==> src/rtl/ray_tri_streamer.sv <==
// ray_tri_streamer: pops one ray at a time from the input FIFO and, for each
// triangle in a runtime-selected window of triangle memory, pushes one
// 18-word intersection instruction {triangle[11:0], ray[5:0]} into the
// output FIFO.
// Optional feature: define STREAMER_RAY_ID_EN to build the ray tag counter
// that drives out_ray_id; without it out_ray_id is tied to zero.
module ray_tri_streamer #(
  parameter int D_BITS  = 32,
  parameter int M_BITS  = 12,
  parameter int MEM_LAT = 1,
  parameter int ID_BITS = 8
) (
  input  logic                       clock,
  input  logic                       reset,
  input  logic [M_BITS-1:0]          tri_base,
  input  logic [M_BITS:0]            tri_count,
  input  logic                       in_empty,
  output logic                       in_rd_en,
  input  logic signed [6*D_BITS-1:0] ray_in,
  input  logic                       out_full,
  output logic                       out_wr_en,
  output logic signed [18*D_BITS-1:0] instruction_out,
  output logic                       out_last,
  output logic [ID_BITS-1:0]         out_ray_id,
  output logic [M_BITS-1:0]          mem_addr,
  input  logic signed [12*D_BITS-1:0] mem_data,
  output logic                       busy
);

  // Wait counter must hold the value MEM_LAT.
  localparam int W_BITS = (MEM_LAT < 2) ? 1 : $clog2(MEM_LAT + 1);

  typedef enum logic [1:0] {
    IDLE = 2'd0,
    WAIT = 2'd1,
    EMIT = 2'd2
  } state_t;

  state_t              state;
  state_t              state_next;
  logic [6*D_BITS-1:0] ray_reg;
  logic [M_BITS:0]     lim;
  logic [M_BITS:0]     idx;
  logic [W_BITS-1:0]   wcnt;
  logic                accept;
  logic                capture;
  logic                write_go;
  logic                last_tri;

  // State register.
  always_ff @(posedge clock) begin
    // NOTE: registers are updated with non-blocking assignments so every
    // flop samples pre-edge values regardless of statement order.
    if (reset) state <= IDLE;
    else       state <= state_next;
  end

  // Next-state and per-cycle strobes decoded from the current state.
  always_comb begin
    // NOTE: every output of this block gets a default first; a path that
    // leaves one unassigned would infer a latch.
    state_next = state;
    accept     = 1'b0;
    capture    = 1'b0;
    write_go   = 1'b0;
    // idx + 1 never overflows M_BITS+1 bits, and avoids lim-1 underflow.
    last_tri   = ((idx + 1'b1) == lim);
    unique case (state)
      IDLE: begin
        // in_rd_en high means a pop is still in flight; the FIFO head is stale.
        if (!in_empty && !in_rd_en) begin
          accept = 1'b1;
          if (tri_count != '0) state_next = WAIT;
        end
      end
      WAIT: begin
        if (wcnt == '0) begin
          capture    = 1'b1;
          state_next = EMIT;
        end
      end
      EMIT: begin
        if (!out_full) begin
          write_go   = 1'b1;
          state_next = last_tri ? IDLE : WAIT;
        end
      end
      default: state_next = IDLE;
    endcase
  end

  // Datapath: ray capture, triangle walk, memory wait and output pulses.
  always_ff @(posedge clock) begin
    // NOTE: the datapath registers are reset too; they are few and it keeps
    // every output at zero right after a reset, including a mid-ray one.
    if (reset) begin
      in_rd_en        <= 1'b0;
      out_wr_en       <= 1'b0;
      out_last        <= 1'b0;
      instruction_out <= '0;
      mem_addr        <= '0;
      ray_reg         <= '0;
      lim             <= '0;
      idx             <= '0;
      wcnt            <= '0;
    end else begin
      // Pop and push strobes are single-cycle pulses.
      in_rd_en  <= accept;
      out_wr_en <= write_go;
      out_last  <= write_go && last_tri;

      if (accept) begin
        ray_reg  <= ray_in;
        lim      <= tri_count;
        idx      <= '0;
        mem_addr <= tri_base;
        wcnt     <= W_BITS'(MEM_LAT);
      end

      if (state == WAIT) begin
        if (capture) instruction_out <= {mem_data, ray_reg};
        else         wcnt            <= wcnt - 1'b1;
      end

      if (write_go) begin
        idx <= idx + 1'b1;
        if (!last_tri) begin
          // Address wraps modulo 2^M_BITS by truncation.
          mem_addr <= mem_addr + 1'b1;
          wcnt     <= W_BITS'(MEM_LAT);
        end
      end
    end
  end

  assign busy = (state != IDLE);

`ifdef STREAMER_RAY_ID_EN
  logic [ID_BITS-1:0] id_next;

  // Ray tag: each accepted ray (including empty windows) takes the next id.
  always_ff @(posedge clock) begin
    if (reset) begin
      id_next    <= '0;
      out_ray_id <= '0;
    end else if (accept) begin
      out_ray_id <= id_next;
      id_next    <= id_next + 1'b1;
    end
  end
`else
  assign out_ray_id = '0;
`endif

endmodule

==> config.mk <==
export PLATFORM = sky130hd
export DESIGN_NAME = ray_tri_streamer
export DESIGN_NICKNAME = d
export VERILOG_FILES = /design/src/rtl/ray_tri_streamer.sv
export SDC_FILE = /design/constraint.sdc
export NUM_CORES = 2
export LEC_CHECK = 0
export ABC_AREA = 1
export CAP_MARGIN = 20
export CORE_AREA = 2 2 469 471
export CTS_BUF_LIST = sky130_fd_sc_hd__clkbuf_16
export DETAILED_ROUTE_END_ITERATION = 7
export DIE_AREA = 0 0 471 473
export SYNTH_ARGS = -nofsm -noshare
export SYNTH_HDL_FRONTEND = slang
export SYNTH_SLANG_ARGS = --single-unit
==> constraint.sdc <==
create_clock -name clock -period 3.33 [get_ports clock]
set_clock_uncertainty 0.2 [all_clocks]
set_input_delay 0.666 -clock clock [delete_from_list [all_inputs] [get_ports clock]]
set_output_delay 0.666 -clock clock [all_outputs]
set_load 0.005 [all_outputs]
==> results.txt <==
Status = finished, final reports clean
Post-cts hold buffer count = 0
Combinational group share of total power = 0.251
GRT Total Usage = 0.1339
Die Area = 222,800 sq um
Placed Instance Area = 44,740 sq um
GRT met2 Usage = 0.2208
Top cells by area, synth = dfxtp_1 (55%), o21ai_0 (13%), a21oi_1 (10%), inv_1 (7.9%), nor2_1 (5.6%)
Met1 Usage GRT = 0.1452
Switching Power = 9.531 mW
Reg2Reg Setup Slack = 0.70 ns
Gr ovfl total = 0
Die W = 471 um
Main flop type after synthesis = dfxtp_1
Share of flip-flops with an asynchronous set or reset = 0
Cts repair resizes = 0
Remaining DRCs = 0
Largest net degree at the start of global routing = 139
Vias in the first global route = 28,040
Initial antenna violation count = 104
TritonCTS Sinks = 812
Max reg flops = 576
Worst path required time = 2.46 ns
Global placement routability congestion = 0.9073
Pleak = 17.19 nW
# fillers = 23,920
Setup crit start kind = flop
Placed cells = 7,638
Final Cell Area = 48,100 sq um
Switching Share = 0.3061
Layout area overhead = 63.34%
Max-cap violations = 0
Placed wire-length estimate = 127.8 mm
Layout Utilization = 0.2204
Share of the synthesized area in the top cell type = 0.5520
Flop pwr share = 0.395
Core area = 218,200 sq um
Max stage delay on crit path = 0.83 ns
Met3 usage in global routing = 0.06462
Internal = 21.61 mW
WHS = 0.2421 ns
WL final = 156.9 mm
Skew-Pair Late Insertion Delay = 0.75 ns
Hold WC Path Type = reg -> reg
Htree depth = 3
# IOs = 1,205
Clock transition at path regs = 0.06 ns
CTS tree = yes
GRT busiest layer = met2
Nets = 5,473
Least-Margin Pin Slew = 0.8506 ns
Share of cells above drive strength 1 = 0.04815
Setup bufs post-CTS = 0
First-pass GRT wire length = 212.8 mm
Max clock buf depth = 3
Cells after Synth = 3,768
Syn Std Cell Area = 29,450 sq um
Total negative slack = 0 ns
Initial Utilization = 0.1349
FMAX = 361.5 MHz
WP data arrival = 1.90 ns
Std cell rows = 172
CP Class = reg -> out
Cell Pwr Density = 647.4 nW/um^2
Num CTS Buffers = 97
Tcrit/Tclk final = 0.8307
Yosys top cell by area = dfxtp_1
RSZ-0062 raised after global routing = no
Crit end category = primary output
Max VDD drop = 0.5606 mV
Number of synthesized flops with an enable pin = 0
Final non-filler cell total = 7,835
Clk root buf = clkbuf_16
Slew Limit Fails = 0
Syn. warnings = 0
Clock power share = 0.354
Seq/Total Area, Yosys = 0.5520
Avg Cell Area, Syn = 7.815 sq um
Worst path slowest cell = clkdlybuf4s50_1
CP Buf/Inv Count = 1
Tmin final = 2.766 ns
Pre-Repair DR Iteration Count = 5
CP top delay family = buffers and inverters
Vias/cell = 3.740
ANT nets after route = 0
Netlist cell types = 34
Via count = 29,310
IO Port Bufs = 1,196
Crit-path max FO = 2
Synthesized flop and latch total = 812
Die Y = 473 um
Final Hold Vio Count = 0
Worst relative slew slack = 0.4330
Setup Viol. Count Final = 0
Drt first-iter violations = 1,730
Routed length per instance = 20.03 um
CP cell instances = clkdlybuf4s50_1
layout make-up:
cell class / instances / area, sq um / area share
inverters: 619 / 2338 / 0.04862
well taps: 2871 / 3592 / 0.07469
clock buffers: 97 / 2427 / 0.05047
diodes: 21 / 52.55 / 0.001093
flip-flops and latches: 812 / 16260 / 0.3380
multi-input cells: 2066 / 9813 / 0.2040
repair buffers: 1270 / 12740 / 0.2648
clock inverters: 79 / 880.8 / 0.01831
layout by cell type, fill, tap and decap left out, types with 20 or more instances in the layout:
cell type	n
clkinv_1	20
nand2_1	125
a21oi_1	608
nor2_1	437
inv_1	630
o21ai_0	792
clkbuf_16	97
diode_2	21
clkdlybuf4s50_1	1196
buf_4	56
dfxtp_1	812
nand3_1	38
power groups by stage:
stage	clock [mW]	sequential (mW)	combinational [mW]
finish	11.0	12.3	7.80
detailed placement	0	12.5	7.97
global route	11.8	12.5	8.59
global placement	0	12.4	7.92
CTS	11.4	12.3	8.01
floorplan	0	12.4	2.79
cells in the mapped netlist, types with 4 or more instances:
library cell and instances:
dfxtp_1 812, o21ai_0 792, inv_1 617, a21oi_1 608
nor2_1 437, clkbuf_1 252, nand2_1 126, nand3_1 38
buf_1 13, xor2_1 10, buf_4 9, nand3_2 9
nand4_1 6, nand3b_1 5, nor2_2 4
per-layer routing:
layer | wire length (um) | vias to the layer above
met5 | 417 | -
met3 | 18150 | 322
li1 | - | 14290
met4 | 7173 | 64
met1 | 59070 | 13390
met2 | 72090 | 1243
per-stage QoR:
stage | total power [mW] | setup WS (ns)
3_3_place_gp | 20.36 | 0.3467
2_1_floorplan | 15.20 | 1.198
3_5_place_dp | 20.46 | 0.4494
6_report | 31.14 | 0.5639
4_1_cts | 31.75 | 0.3672
5_1_grt | 32.89 | 0.4170
final timing paths:
kind	cells after the start	to	start
max reg2reg	6	instruction_out[267]	state[1]
min	2	instruction_out[171]	instruction_out[171]
max	1	instruction_out[102]	instruction_out[102]
min reg2reg	2	instruction_out[171]	instruction_out[171]
logic make-up (layout without fill, tap and decap cells):
| logic type | after synthesis | after routing | synth area share |
|---|---|---|---|
| other | 1 | 29 | 0.0001273 |
| flip-flops | 812 | 812 | 0.5520 |
| XOR/XNOR | 12 | 12 | 0.003569 |
| AO/OA/AOI/OAI | 1406 | 1406 | 0.2395 |
| buffers and inverters | 897 | 2065 | 0.1159 |
| adder cells (fa/ha/maj) | 2 | 2 | 0.0008497 |
| AND/OR/NAND/NOR | 638 | 638 | 0.08808 |
(Power assumes the default switching activity.)
